File: src/rtl/uart_pkg.sv
// Shared UART definitions used by the receiver and its matching sender.
// Holds the FSM state encoding, line-level bit values and default frame geometry.
package uart_pkg;

  typedef enum logic [2:0] {
    IDLE,
    START,
    DATA,
    STOP,
    WAIT_HIGH
  } uart_state_t;

  localparam logic START_BIT = 1'b0;
  localparam logic STOP_BIT  = 1'b1;

  localparam int DEF_CLKS_PER_BIT = 16;
  localparam int DEF_DATA_BITS    = 8;

endpackage

File: src/rtl/rx_sync.sv
// Two-flop synchronizer for the asynchronous serial line; resets to the idle level.
// Latency: 2 clk; no backpressure.
module rx_sync (
  input  logic clk,
  input  logic clr,
  input  logic d,
  output logic q
);

  logic s1;

  always_ff @(posedge clk) begin
    if (clr) begin
      s1 <= 1'b1;
      q  <= 1'b1;
    end else begin
      s1 <= d;
      q  <= s1;
    end
  end

endmodule

File: src/rtl/receiver.sv
// 8N1 serial receiver with mid-bit sampling and a single-byte holding register.
// Latency: byte visible one cycle after the stop sample; no backpressure, a full holding register drops new bytes and pulses ovr.
module receiver
  import uart_pkg::*;
#(
  parameter int CLKS_PER_BIT = DEF_CLKS_PER_BIT,
  parameter int DATA_BITS    = DEF_DATA_BITS
) (
  input  logic                 clk,
  input  logic                 clr,
  input  logic                 rcv,
  input  logic                 ack,
  output logic [DATA_BITS-1:0] data,
  output logic                 rdy,
  output logic                 ferr,
  output logic                 ovr
);

  localparam int CW = $clog2(CLKS_PER_BIT);
  localparam int IW = (DATA_BITS > 1) ? $clog2(DATA_BITS) : 1;

  localparam logic [CW-1:0] FULL     = CW'(CLKS_PER_BIT - 1);
  localparam logic [CW-1:0] HALF     = CW'(CLKS_PER_BIT / 2 - 1);
  localparam logic [IW-1:0] LAST_IDX = IW'(DATA_BITS - 1);

  uart_state_t          state;
  logic                 rs;
  logic [CW-1:0]        cnt;
  logic [IW-1:0]        idx;
  logic [DATA_BITS-1:0] shreg;
  logic [1:0]           fill;
  logic                 armed;

  rx_sync u_sync (
    .clk (clk),
    .clr (clr),
    .d   (rcv),
    .q   (rs)
  );

  always_ff @(posedge clk) begin
    if (clr) begin
      state <= IDLE;
      cnt   <= '0;
      idx   <= '0;
      shreg <= '0;
      data  <= '0;
      rdy   <= 1'b0;
      ferr  <= 1'b0;
      ovr   <= 1'b0;
      fill  <= '0;
      armed <= 1'b0;
    end else begin
      ferr <= 1'b0;
      ovr  <= 1'b0;
      // Synchronizer holds its reset value for two cycles; only a genuine high arms start detection.
      fill  <= {fill[0], 1'b1};
      armed <= armed | (fill[1] & rs);

      if (ack && rdy)
        rdy <= 1'b0;

      case (state)
        IDLE: begin
          if (armed && rs == START_BIT) begin
            state <= START;
            idx   <= '0;
            cnt   <= HALF;
          end
        end

        START: begin
          if (cnt != '0)
            cnt <= cnt - CW'(1);
          else if (rs == START_BIT) begin
            state <= DATA;
            cnt   <= FULL;
          end else
            state <= IDLE;
        end

        DATA: begin
          if (cnt != '0)
            cnt <= cnt - CW'(1);
          else begin
            shreg[idx] <= rs;
            cnt        <= FULL;
            if (idx == LAST_IDX)
              state <= STOP;
            else
              idx <= idx + IW'(1);
          end
        end

        STOP: begin
          if (cnt != '0)
            cnt <= cnt - CW'(1);
          else if (rs == STOP_BIT) begin
            state <= IDLE;
            // A same-cycle ack frees the holding register for the new byte.
            if (!rdy || ack) begin
              data <= shreg;
              rdy  <= 1'b1;
            end else
              ovr <= 1'b1;
          end else begin
            ferr  <= 1'b1;
            state <= WAIT_HIGH;
          end
        end

        WAIT_HIGH: begin
          if (rs == STOP_BIT)
            state <= IDLE;
        end

        default: state <= IDLE;
      endcase
    end
  end

endmodule

File: config.mk
export PLATFORM = sky130hd
export DESIGN_NAME = receiver
export DESIGN_NICKNAME = d
export VERILOG_FILES = /design/src/rtl/uart_pkg.sv /design/src/rtl/rx_sync.sv /design/src/rtl/receiver.sv
export SDC_FILE = /design/constraint.sdc
export NUM_CORES = 1
export LEC_CHECK = 0
export ABC_CLOCK_PERIOD_IN_PS = 4330
export BUFFER_PORTS_ARGS = -buffer_cell sky130_fd_sc_hd__buf_4
export CAP_MARGIN = 20
export CORE_MARGIN = 1.5
export CORE_UTILIZATION = 60
export CTS_CLUSTER_DIAMETER = 40
export DETAILED_ROUTE_END_ITERATION = 8
export PLACE_DENSITY = 0.81
export SLEW_MARGIN = 10
export SYNTH_ARGS = -nofsm -noshare
export SYNTH_HDL_FRONTEND = slang
export SYNTH_SLANG_ARGS = --single-unit
File: constraint.sdc
create_clock -name clk -period 4.33 [get_ports clk]
set_clock_uncertainty 0.2 [all_clocks]
set_input_delay 0.2165 -clock clk [delete_from_list [all_inputs] [get_ports clk]]
set_output_delay 0.2165 -clock clk [all_outputs]
set_load 0.02 [all_outputs]
; Yosys cells after proc, flatten, opt, wreduce, memory -nomap -nowiden
; Index checks and enable logic that the tools add are counted.
; Widths: inputs -> output; s select.
[word_totals]
ff_bits = 34
[classes]
n_mux = 30
n_eq_ne = 14
reduce_logical = 16
n_lt_le_gt_ge = 2
n_addsub = 2
bitwise_logic = 5
[ops]
columns = op, n
row1 = $mux 3, 10
row2 = $mux 4, 5
row3 = $pmux 4 s4, 1
row4 = $pmux 3 s5, 1
row5 = $ne 2x2->1 const B, 7
row6 = $reduce_and 4->1, 3
row7 = $mux 1, 9
row8 = $bwmux 8, 1
row9 = $reduce_bool 4->1, 2
row10 = $eq 3x2->1 const B, 2
row11 = $eq 3x3->1 const B, 2
row12 = $pmux 3 s2, 1
row13 = $reduce_and 6->1, 1
row14 = $lt 3x4->1 const B, 1
row15 = $reduce_or 4->1, 1
row16 = $sub 4x1->4 const B, 1
row17 = $add 3x1->3 const B, 1
row18 = $demux 1 s3, 1
row19 = $eq 3x1->1 const B, 1
row20 = $ge 3x1->1 const B, 1
row21 = $logic_and 1x1->1, 3
row22 = $logic_not 3->1, 1
row23 = $ne 3x3->1 const B, 1
row24 = $not 1->1, 3
row25 = 9 further kinds, 9

; Depth between registers and ports, before layout
[logic_depth]
word_depth = 6
depth_mapped = 7
mapped_depth_nobuf = 6

; Hierarchy
; Synthesis repeated with hierarchy kept, for this count alone.
[hier_totals]
cells_unflattened = 155
area_unflattened_um2 = 1468.9
[by_module_without_submodules]
columns = mod, instances, area_per_inst_um2, seq_area_each_um2, cells_per_inst
row1 = receiver, 1, 1416.4, 640.6, 151
row2 = rx_sync, 1, 52.6, 40.0, 4

; Least setup slack after synthesis
; OpenSTA, ideal clock, no wires.
[synth_timing]
path_kind = register to register
startpoint = register cnt[0]
endpoint = register state[0]
slack_ps = 2617
synth_period_minus_slack_ps = 1713
stages_incl_launch_ff = 7
path_buffers = 0
setup_time_ps = 103
t_arrival_ps = 1410
path_cell_list = dfxtp_1 -> inv_1 -> ha_1 -> nor3b_4 -> nand3_1 -> and3b_1 -> a2111oi_2
[synth_between]
elab_chain_len = 3
word_cells_on_any_way = 5
cone_classes = eq/ne: 3 / reduce/logical: 2
[synth_rtl]
columns = item, line
row1 = "start, declared", receiver.sv:28  ; logic [CW-1:0] cnt;
row2 = "start signal, assigned", receiver.sv:74  ; cnt <= cnt - CW'(1);
row3 = "start signal, assigned", receiver.sv:84  ; cnt <= cnt - CW'(1);
row4 = "start signal, assigned", receiver.sv:97  ; cnt <= cnt - CW'(1);
row5 = $reduce_bool 4->1 *, "receiver.sv:73, receiver.sv:83, receiver.sv:96"
row6 = $ne 2x2->1 (no line), -
row7 = $reduce_and 6->1 (no line) *, -
row8 = "end signal, assigned", receiver.sv:76  ; state <= DATA;
row9 = "end signal, assigned", receiver.sv:79  ; state <= IDLE;
row10 = "end signal, assigned", receiver.sv:99  ; state <= IDLE;
row11 = "end, declared", receiver.sv:26  ; uart_state_t state;
; Every way passes the cells marked *; elsewhere a longest branch is shown, timed or not.
; A chain may end at the register's enable or synchronous reset.

; Worst setup path in the final report
[layout_timing]
startpoint = register cnt[0]
endpoint = register data[0]
[layout_between]
elab_chain_len = 3
[layout_rtl]
columns = item, line
row1 = $reduce_bool 4->1, receiver.sv:96  ; if (cnt != '0)
row2 = $not 1->1 (no line), -
row3 = $reduce_and 4->1 (no line), -
row4 = "end signal, assigned", receiver.sv:102  ; data <= shreg;
row5 = "end, declared", receiver.sv:13  ; output logic [DATA_BITS-1:0] data,
; No other way between the ends.

==> metrics.cfg <==
[sta]
slew_violations = 0
final_hold_viol_count = 0
fmax_ghz = 0.412
max_slew.worst_pin.slew_ps = 620
relSlewSlack_pct = 58.5
period_share_pct = 56.0
tns_ps = 0
finalSetupViolCount = 0
rsz0062_at_grt = false
fin_crit_ps = 2420

[routing]
first_pass_iters = 4
avgViaCountPerCell = 5.82
drc = 0
ant_nets = 0
vias = 1146
dr.first_iter.drc_count = 31
wl_per_cell_um = 14.1
drt_wl_total_um = 2790

[global_routing]
grt-ovfl-total = 0
grt_pass1_vias = 975
grt_max_degree = 35
antenna_found_initial = 0
track_usage_pct = 22.8
grt_pass1_wl_um = 4460

[synthesis]
yosys_most_used_dff = dfxtp_1
syn_inst = 155
synthArstFlopShare_pct = 0
avgSynthCellArea_sq_um = 9.57
ys_ff_latch = 34
seq_area_frac_synth_pct = 45.9
synth_edf_count = 0
synth_fp_nets = 162
ys_warn_count = 0
synth_area_sq_um = 1480
yosysUniqueCellTypes = 37

[cells_and_area]
antenna_cells = 0
area_delta_synth_final_pct = 12.5
layout.nets = 175
n_fill_cell = 178
drive_gt1_share_pct = 17.2
final_cell_area_sq_um = 1670
layout_commonest_cell = dfxtp_1
seq_area_sq_um = 681
layout_common_cells = dfxtp_1 (34), nor2_1 (20), mux2i_1 (17), buf_4 (14), a21oi_1 (7)
multi_input_area_sq_um = 728

[clock_network]
clk_pin_slew_ps = 100
cts_resized = 0
post-cts-setup-buffers = 0
tritoncts = done
root_buffer = clkbuf_4
postCtsHoldBufs = 2
cts_buffer_depth = 2
cts_made_buffers = 5
cts_sinks = 34
cts_htree_levels = 2
insertion_delay_ps = 330

[setup_path]
worst-path-max-fanout = 13
start_kind = register
crit_required_ps = 4340
end_kind = register
arrival_ps = 2430
path_class = register to register

[hold_path]
holdCritPathClass = primary input to register

[floorplanning]
die_area_sq_um = 2780
die_x_um = 52.7
coreArea_sq_um = 2280
initial_core_util_pct = 65.2
fp-row-count = 17
fp.dieH_um = 52.7
ios = 15

[pwr]
leakagePower_nw = 0.705
power_density_nw_per_um2 = 348
max-vdd-ir-drop_v = 0.000292

[placement]
gp_congestion = 0.842
portBuffers = 14
dpl.hpwl_um = 1930
dpl_cell_area_sq_um = 1570

[outcome]
outcome = finished, final reports clean

[job]
max-cap-violations = 0

==> cell type report <==
cell class	instances	area share (%)
clock inverter	3	2.40
timing repair buffer	16	7.50
multi-input combinational	105	43.6
inverter	6	1.35
tap	28	2.10
sequential	34	40.8
clock buffer	5	2.25
==> where the power goes <==
part           total [W]  internal, W  switching, W
sequential      0.000323     0.000317    0.00000582
clock           0.000224     0.000120      0.000104
combinational  0.0000340    0.0000148     0.0000192
total           0.000581     0.000451      0.000129
==> sequential cells by signal (all words and copies together), names as in the netlist <==
register	cells
armed	1
cnt	4
data	8
ferr	1
fill	2
idx	3
ovr	1
rdy	1
shreg	8
state	3
u_sync.q	1
u_sync.s1	1
==> cell usage after synthesis (all sizes together), types with 4 or more instances <==
master | count | area share, %
nor3 | 4 | 1.3
nor2 | 20 | 5.1
mux2i | 17 | 11
dfxtp | 34 | 46
inv | 6 | 1.5
a21oi | 7 | 2.4
nand2b | 4 | 1.7
nand4 | 4 | 1.7
buf | 5 | 2.3
nand2 | 6 | 1.5
nand3 | 6 | 2.0
clkbuf | 5 | 1.3
nor2b | 5 | 2.1
==> worst paths after layout <==
path | from | end | slack, ps | depth (start not counted)
setup / recovery | cnt[0] | data[0] | 1910 | 6
hold / removal | clr | shreg[3] | 60 | 2
setup reg to reg | cnt[0] | data[0] | 1910 | 6
hold reg to reg | u_sync.s1 | u_sync.q | 220 | 1
==> kinds of logic (layout without fill, tap and decap cells) <==
kind of cell / Yosys count / after routing / synth area share (%)
simple gates: 63 / 63 / 23.9
flops: 34 / 34 / 45.9
compound gates: 22 / 22 / 11.1
mux: 17 / 17 / 11.5
buf+inv: 16 / 30 / 5.06
fa+ha+maj: 3 / 3 / 2.53
==> metal layers <==
layer  routed length (um)  GRT usage (%)  vias to the layer above
met5                    0              0                        -
met4                   34           9.83                        0
met3                  123           8.86                        4
met2                 1360           35.8                       29
met1                 1270           27.5                      541
li1                     -              -                      572
==> critical path, cell delays in order, from the launching register on <==
cell,delay [ps]
dfxtp_1,350
inv_1,100
ha_1,210
nor4b_4,550
and3_1,580
mux2i_1,240
nor2_1,70
==> stage by stage <==
step | total power, W | setup WS (ps) | hold WS (ps) | instances | util (%)
floorplan | 0.000356 | 2620 | 120 | 155 | -
global placement | 0.000361 | 2060 | 196 | 187 | 69.0
detailed placement | 0.000362 | 1970 | 202 | 187 | 69.0
CTS | 0.000583 | 1940 | 51.5 | 197 | 73.3
global route | 0.000600 | 1700 | 58.1 | 197 | 73.3
finish | 0.000581 | 1910 | 60.8 | 197 | 73.3
No activity file was read; power rests on OpenSTA's default activity.
